[config.mk]
export PLATFORM = sky130hd
export DESIGN_NAME = bcd_to_binary_seq
export DESIGN_NICKNAME = d
export VERILOG_FILES = /design/src/rtl/bcd_to_binary_seq.sv
export SDC_FILE = /design/constraint.sdc
export NUM_CORES = 1
export LEC_CHECK = 0
export ABC_AREA = 0
export CAP_MARGIN = 20
export CORE_MARGIN = 5
export CORE_UTILIZATION = 30
export CTS_BUF_LIST = sky130_fd_sc_hd__clkbuf_16
export DETAILED_ROUTE_END_ITERATION = 8
export GPL_ROUTABILITY_DRIVEN = 0
export GPL_TIMING_DRIVEN = 0
export PLACE_DENSITY = 0.48
export SLEW_MARGIN = 10
export SYNTH_ARGS = -nofsm -noshare
export SYNTH_HDL_FRONTEND = slang
export SYNTH_SLANG_ARGS = --single-unit
[constraint.sdc]
create_clock -name clock -period 1.48 [get_ports clock]
set_input_delay 0.37 -clock clock [delete_from_list [all_inputs] [get_ports clock]]
set_output_delay 0.37 -clock clock [all_outputs]
set_load 0.005 [all_outputs]
[src/rtl/bcd_to_binary_seq.sv]
// Iterative BCD-to-binary converter: reverse double dabble, one shift per cycle.
// Optional digit-range check on accept enabled by BCD2BIN_CHECK_EN.
module bcd_to_binary_seq #(
  parameter int DIGITS = 3,
  parameter int BIN_W  = 10
) (
  input  logic                  clock,
  input  logic                  reset,
  input  logic                  start,
  input  logic [4*DIGITS-1:0]   bcd_in,
  output logic                  busy,
  output logic                  done,
  output logic [BIN_W-1:0]      binary,
  output logic                  err
);

  localparam int SR_W  = 4*DIGITS + BIN_W;
  localparam int CNT_W = $clog2(BIN_W+1);

  typedef enum logic [1:0] {
    IDLE  = 2'd0,
    SHIFT = 2'd1,
    DONE  = 2'd2
  } state_t;

  state_t           state_q, state_d;
  logic [SR_W-1:0]  sr_q, sr_d;
  logic [CNT_W-1:0] cnt_q, cnt_d;
  logic             busy_q, busy_d;
  logic             done_q, done_d;
  logic [BIN_W-1:0] binary_q, binary_d;
  logic [SR_W-1:0]  sr_fix;

  // Corrections apply to every digit of the already-shifted value in parallel.
  function automatic logic [SR_W-1:0] fix_digits(
    input logic [SR_W-1:0] v
  );
    logic [SR_W-1:0] r;
    r = v;
    for (int d = 0; d < DIGITS; d++) begin
      if (v[BIN_W+4*d +: 4] >= 4'd8)
        r[BIN_W+4*d +: 4] = v[BIN_W+4*d +: 4] - 4'd3;
    end
    return r;
  endfunction

`ifdef BCD2BIN_CHECK_EN
  logic err_pend_q, err_pend_d;
  logic err_q, err_d;
  logic bad_in;

  function automatic logic any_bad(
    input logic [4*DIGITS-1:0] b
  );
    logic r;
    r = 1'b0;
    for (int d = 0; d < DIGITS; d++)
      r = r | (b[4*d +: 4] > 4'd9);
    return r;
  endfunction

  assign bad_in = any_bad(bcd_in);
  assign err    = err_q;
`else
  assign err    = 1'b0;
`endif

  assign sr_fix = fix_digits(sr_q >> 1);

  always_comb begin
    state_d  = state_q;
    sr_d     = sr_q;
    cnt_d    = cnt_q;
    busy_d   = busy_q;
    done_d   = 1'b0;
    binary_d = binary_q;
`ifdef BCD2BIN_CHECK_EN
    err_pend_d = err_pend_q;
    err_d      = err_q;
`endif
    case (state_q)
      IDLE, DONE: begin
        if (start) begin
          sr_d    = {bcd_in, {BIN_W{1'b0}}};
          cnt_d   = CNT_W'(BIN_W);
          busy_d  = 1'b1;
          state_d = SHIFT;
`ifdef BCD2BIN_CHECK_EN
          err_pend_d = bad_in;
`endif
        end else begin
          busy_d  = 1'b0;
          state_d = IDLE;
        end
      end
      SHIFT: begin
        sr_d  = sr_fix;
        cnt_d = cnt_q - CNT_W'(1);
        // cnt_q==0 cannot occur legally; treat it as last shift so we never hang
        if (cnt_q <= CNT_W'(1)) begin
          cnt_d    = '0;
          busy_d   = 1'b0;
          done_d   = 1'b1;
          binary_d = sr_fix[BIN_W-1:0];
          state_d  = DONE;
`ifdef BCD2BIN_CHECK_EN
          err_d = err_pend_q;
`endif
        end else begin
          busy_d = 1'b1;
        end
      end
      default: begin
        busy_d  = 1'b0;
        state_d = IDLE;
      end
    endcase
  end

  always_ff @(posedge clock) begin
    if (reset) begin
      state_q  <= IDLE;
      sr_q     <= '0;
      cnt_q    <= '0;
      busy_q   <= 1'b0;
      done_q   <= 1'b0;
      binary_q <= '0;
`ifdef BCD2BIN_CHECK_EN
      err_pend_q <= 1'b0;
      err_q      <= 1'b0;
`endif
    end else begin
      state_q  <= state_d;
      sr_q     <= sr_d;
      cnt_q    <= cnt_d;
      busy_q   <= busy_d;
      done_q   <= done_d;
      binary_q <= binary_d;
`ifdef BCD2BIN_CHECK_EN
      err_pend_q <= err_pend_d;
      err_q      <= err_d;
`endif
    end
  end

  assign busy   = busy_q;
  assign done   = done_q;
  assign binary = binary_q;

endmodule

* Word level (Yosys, flattened, before mapping)
Cells that the tools add are included.
** Storage, ports and cells
- Bits of input ports :: 15
- Output and inout bits :: 13
- Register bits after elaboration :: 40
- Word-level logic and storage cells :: 40
** Cells by class
- Mux-type cells :: 15
- Bitwise logic cells :: 1
- Equality and inequality tests :: 4
- Add/subtract/negate cells :: 4
- Order comparisons :: 4
- Reduce and logical (&&, ||, !) cells :: 6
** Operators with widths (number)
- 22-bit one-hot mux with 2 select lines :: 1
- 22-bit 2-to-1 mux :: 1
- 4-bit 2-to-1 mux :: 5
- 4-bit greater-or-equal comparator, second input constant :: 2
- 4-bit one-hot mux with 2 select lines :: 1
- 4-bit by 2-bit subtractor with 4-bit output, second input constant :: 2
- 3-bit by 4-bit greater-or-equal comparator with 1-bit output, second input constant :: 1
- 4-bit by 1-bit less-or-equal comparator with 1-bit output, second input constant :: 1
- 1-bit 2-to-1 mux :: 4
- 2-bit != test, second input constant :: 2
- 2-bit one-hot mux with 2 select lines :: 1
- 2-bit AND reduction :: 2
- 2-bit OR reduction :: 2
- 3-bit by 2-bit subtractor with 4-bit output, second input constant :: 1
- 4-bit by 1-bit subtractor with 4-bit output, second input constant :: 1
- 2-bit by 1-bit == test with 1-bit output, second input constant :: 1
- 2-bit == test, second input constant :: 1
- 2-bit logical NOT :: 1
- 2-bit 2-to-1 mux :: 1
- 1-bit one-hot mux with 2 select lines :: 1
- 2-bit nonzero test :: 1
- 1-bit inverter :: 1

* Logic depth before layout (Yosys ltp)
- Depth in word-level cells :: 4
- Mapped depth :: 7
- Mapped depth without buffers :: 6

* Worst setup path after synthesis
OpenSTA, ideal clock, no wires.
- Path type :: register -> register
- Start point :: reg cnt_q[0]
- End point :: reg binary_q[2] (netlist: binary[2])
- Required time :: 1352 ps
- Library setup time :: 128 ps
- Path buffers :: 1
- Period minus slack after synthesis :: 1432 ps
- Slack :: 48 ps
- Arrival time :: 1304 ps
- Cell stages (with the launch flop) :: 8
- Cells stage by stage :: dfxtp_1 inv_1 ha_1 nor2_1 nor4_4 buf_6 mux2i_1 nor2_1
** On the way
- Longest elaborated chain between the ends :: 2
** Ends and longest elaborated chain
- from (decl) :: line 28 : logic [CNT_W-1:0] cnt_q, cnt_d;
- from (signal assigned) :: line 135 : cnt_q <= cnt_d;
- 4-bit by 1-bit less-or-equal comparator with 1-bit output :: line 100 : if (cnt_q <= CNT_W'(1)) begin
- 2-bit AND reduction (no source line)
- to (signal assigned) :: line 138 : binary_q <= binary_d;
- to (decl) :: line 31 : logic [BIN_W-1:0] binary_q, binary_d;
No other way between the ends.
A chain may end at the register's enable or synchronous reset.

* Final worst setup path
- Start point :: reg cnt_q[0]
- End point :: reg binary_q[9] (netlist: binary[9])
The elaborated chain is that of the path after synthesis.

==> metrics.md <==
| Metric | Value |
|---|---|
| Status | `complete, no violations` |
| Initial antenna violation count | `0` |
| H-tree depth reported by CTS | `2` |
| DR top layer | `met4` |
| Area Growth Syn to Fin | `40.4%` |
| Final WS setup | `0.0268 ns` |
| TritonRoute pass-1 iters | `4` |
| Die area | `7090 sq um` |
| Final period util | `0.982` |
| Antenna diodes | `0` |
| PortBufs | `25` |
| WP data arrival | `1.61 ns` |
| Overall Power | `0.00287 W` |
| Most frequent cell after synthesis | `dfxtp_1` |
| First-pass GRT wire length | `6890 um` |
| Routed length on met2 | `2110 um` |
| CTS tree | `done` |
| Clock skew | `0.00340 ns` |
| Root buffer cell | `clkbuf_16` |
| Synth area leaders | `dfxtp_1, nor2_1, mux2i_1` |
| CTS clk-pin slew, worst paths | `0.06 ns` |
| Post-synth top cells | `dfxtp_1, nor2_1, mux2i_1` |
| Synthesized netlist cell count | `176` |
| Remaining Overflow, GRT | `0` |
| Share of cells above drive strength 1 | `0.201` |
| Synth Warn # | `0` |
| Placed Cells | `273` |
| DR iter-0 viols | `101` |
| Routed met1 length | `1890 um` |
| Nets | `239` |
| Post-synth ARST share | `0` |
| DR DRC count | `0` |
| Number of flops mapped to enable cells by yosys | `0` |
| RSZ-0062 raised after global routing | `true` |
| Vias post-DR | `1,374` |
| # IOs | `28` |
| XOR/XNOR share of the synthesized area | `0.0212` |
| Worst r2r path cells | `7` |
| Die height | `84.2 um` |
| Final setup vio count | `0` |
| Register area | `788 sq um` |
| Filler Cells Inserted | `569` |
| # rows | `27` |
| Max frequency | `688 MHz` |
| Maxcap violations | `0` |
| Leak | `0.910 nW` |
| Num CTS Buffers | `5` |
| Post-synth top area share | `0.473` |
| Worst rel slew slack | `0.625` |
| GRT Total Usage | `0.121` |
| Die width | `84.2 um` |
| Wirelength, routed | `4200 um` |
| Max VDD drop | `0.577 mV` |
| Hold Path Cell Cnt | `2` |
| Final Hold Viols | `0` |
| Via density | `4.72` |
| Layout Cells excl Fill | `291` |
| Yosys cell types | `33` |
| Average wire per standard cell | `14.4 um` |
| Worst-skew pair later-pin latency | `0.28 ns` |
| Simple-gate share of the synthesized area | `0.162` |
| Synth Area in Compound Gates | `0.162` |
| Yosys top cell by area | `dfxtp_1` |
| Mux cell area share after synthesis | `0.0795` |
| Multi-input logic area | `843 sq um` |
| Met3 wire length | `152 um` |
| Register bit total from synthesis | `39` |
| Synthesized area | `1650 sq um` |
| CP endpoint kind | `register` |
| Post-DP HPWL | `2830 um` |
| Antenna-violating nets left | `0` |
| Pre-CTS WS | `-0.449 ns` |
| Post-synthesis adder-cell area fraction | `0.0455` |
| Max stage delay on crit path | `0.36 ns` |
| Syn_nets | `197` |
| WS Path Type | `register to register` |
| Largest family of logic cells by synthesized area | `compound AO/OA/AOI/OAI gates` |
| Critical path fanouts, max | `5` |
| Placed Instance Area | `1990 sq um` |
| Synth Area per Inst | `9.38 sq um` |
| Setup TNS | `0 ns` |
| Synth Flop Type | `dfxtp_1` |
| Max-slew violation count | `0` |
| Cells along the critical path | `inv_4 > ha_4 > nor2_4 > nor4_4 > buf_4 > mux2i_1 > nor2_1` |
| Post-synthesis sequential area ratio | `0.473` |
| Core area | `5440 sq um` |
| Clock Tree Buf Depth | `2` |
| Max stage delay cell, worst path | `dfxtp_4` |
| Starting Density | `0.304` |
| Power density over the cells | `1240 nW/um^2` |
| CP Launch Type | `register` |
| Hold_buf cts | `0` |
| Largest net degree at the start of global routing | `14` |
| Post-route design area | `2320 sq um` |
| CP Data Required Time | `1.64 ns` |
| Hold Crit Class | `input port to register` |
| Worst Max-Slew Pin Slew | `0.563 ns` |
| TritonCTS Sinks | `39` |
| Vias in the first global route | `1,440` |
| Final Critical Period | `1.45 ns` |
[critical path, delay by kind of cell (launching register included)]
kind,cells,cell delay [ns]
fa+ha+maj,1,0.14
mux,1,0.18
buf+inv,2,0.28
simple gates,3,0.36
flops,1,0.36
[where the power goes]
| group | switching (W) | internal, W | total (W) |
|---|---|---|---|
| Combinational | 0.000236 | 0.000240 | 0.000476 |
| Sequential | 0.0000627 | 0.00111 | 0.00117 |
| Clock | 0.000428 | 0.000794 | 0.00122 |
| Total | 0.000727 | 0.00214 | 0.00287 |
[sequential cells by signal (all words and copies together), names as in the netlist]
signal / count
sr_q: 21
binary: 10
cnt_q: 4
state_q: 2
busy: 1
done: 1
[final timing paths]
kind | start | endpoint | slack (ns)
worst min-delay path | reset | cnt_q[0] | 0.48
worst max register to register | cnt_q[0] | binary[9] | 0.03
worst max-delay path | cnt_q[0] | binary[9] | 0.03
worst min register to register | binary[8] | binary[8] | 0.49
[cells in the final DEF (no fill, tap or decap), types with 5 or more instances in the layout]
cell type	instances
dfxtp_1	35
nor2_1	34
clkdlybuf4s50_1	15
mux2i_1	12
a22oi_1	11
buf_4	11
dlygate4sd2_1	10
nand2_1	8
a211oi_1	6
a311oi_1	5
a21oi_1	5
clkbuf_16	5
[layout make-up]
class | count | share of cell area
inverters | 6 | 0.0119
repair buffers | 35 | 0.135
plain buffers | 13 | 0.0378
clock buffers | 5 | 0.0540
flip-flops and latches | 39 | 0.340
well taps | 72 | 0.0389
clock inverters | 3 | 0.0189
multi-input cells | 118 | 0.364
[logic make-up after synthesis]
| logic type | after synthesis |
|---|---|
| compound gates | 36 |
| simple gates | 58 |
| fa+ha+maj | 6 |
| buf+inv | 19 |
| flops | 39 |
| mux | 13 |
| other cells | 1 |
| xor+xnor | 4 |
[metrics by stage]
| step | hold WS (ns) | util |
|---|---|---|
| 4_1_cts | 0.489 | 0.419 |
| 3_5_place_dp | 0.485 | 0.366 |
| 2_1_floorplan | 0.459 | - |
| 5_1_grt | 0.512 | 0.426 |
| 3_3_place_gp | 0.475 | 0.366 |
| 6_report | 0.477 | 0.426 |
[layer usage]
| layer | vias up | track usage |
|---|---|---|
| met5 | - | 0 |
| met1 | 650 | 0.136 |
| met4 | 0 | 0.0365 |
| met2 | 23 | 0.215 |
| li1 | 696 | - |
| met3 | 5 | 0.0393 |
[timing repair]
item,CTS,global route
endpoints found under the setup margin,37,32
resized for setup,31,11
cloned,1,0
buffers inserted,8,1
pin swaps,2,1
Note: power is estimated with default switching activity, not from simulation.
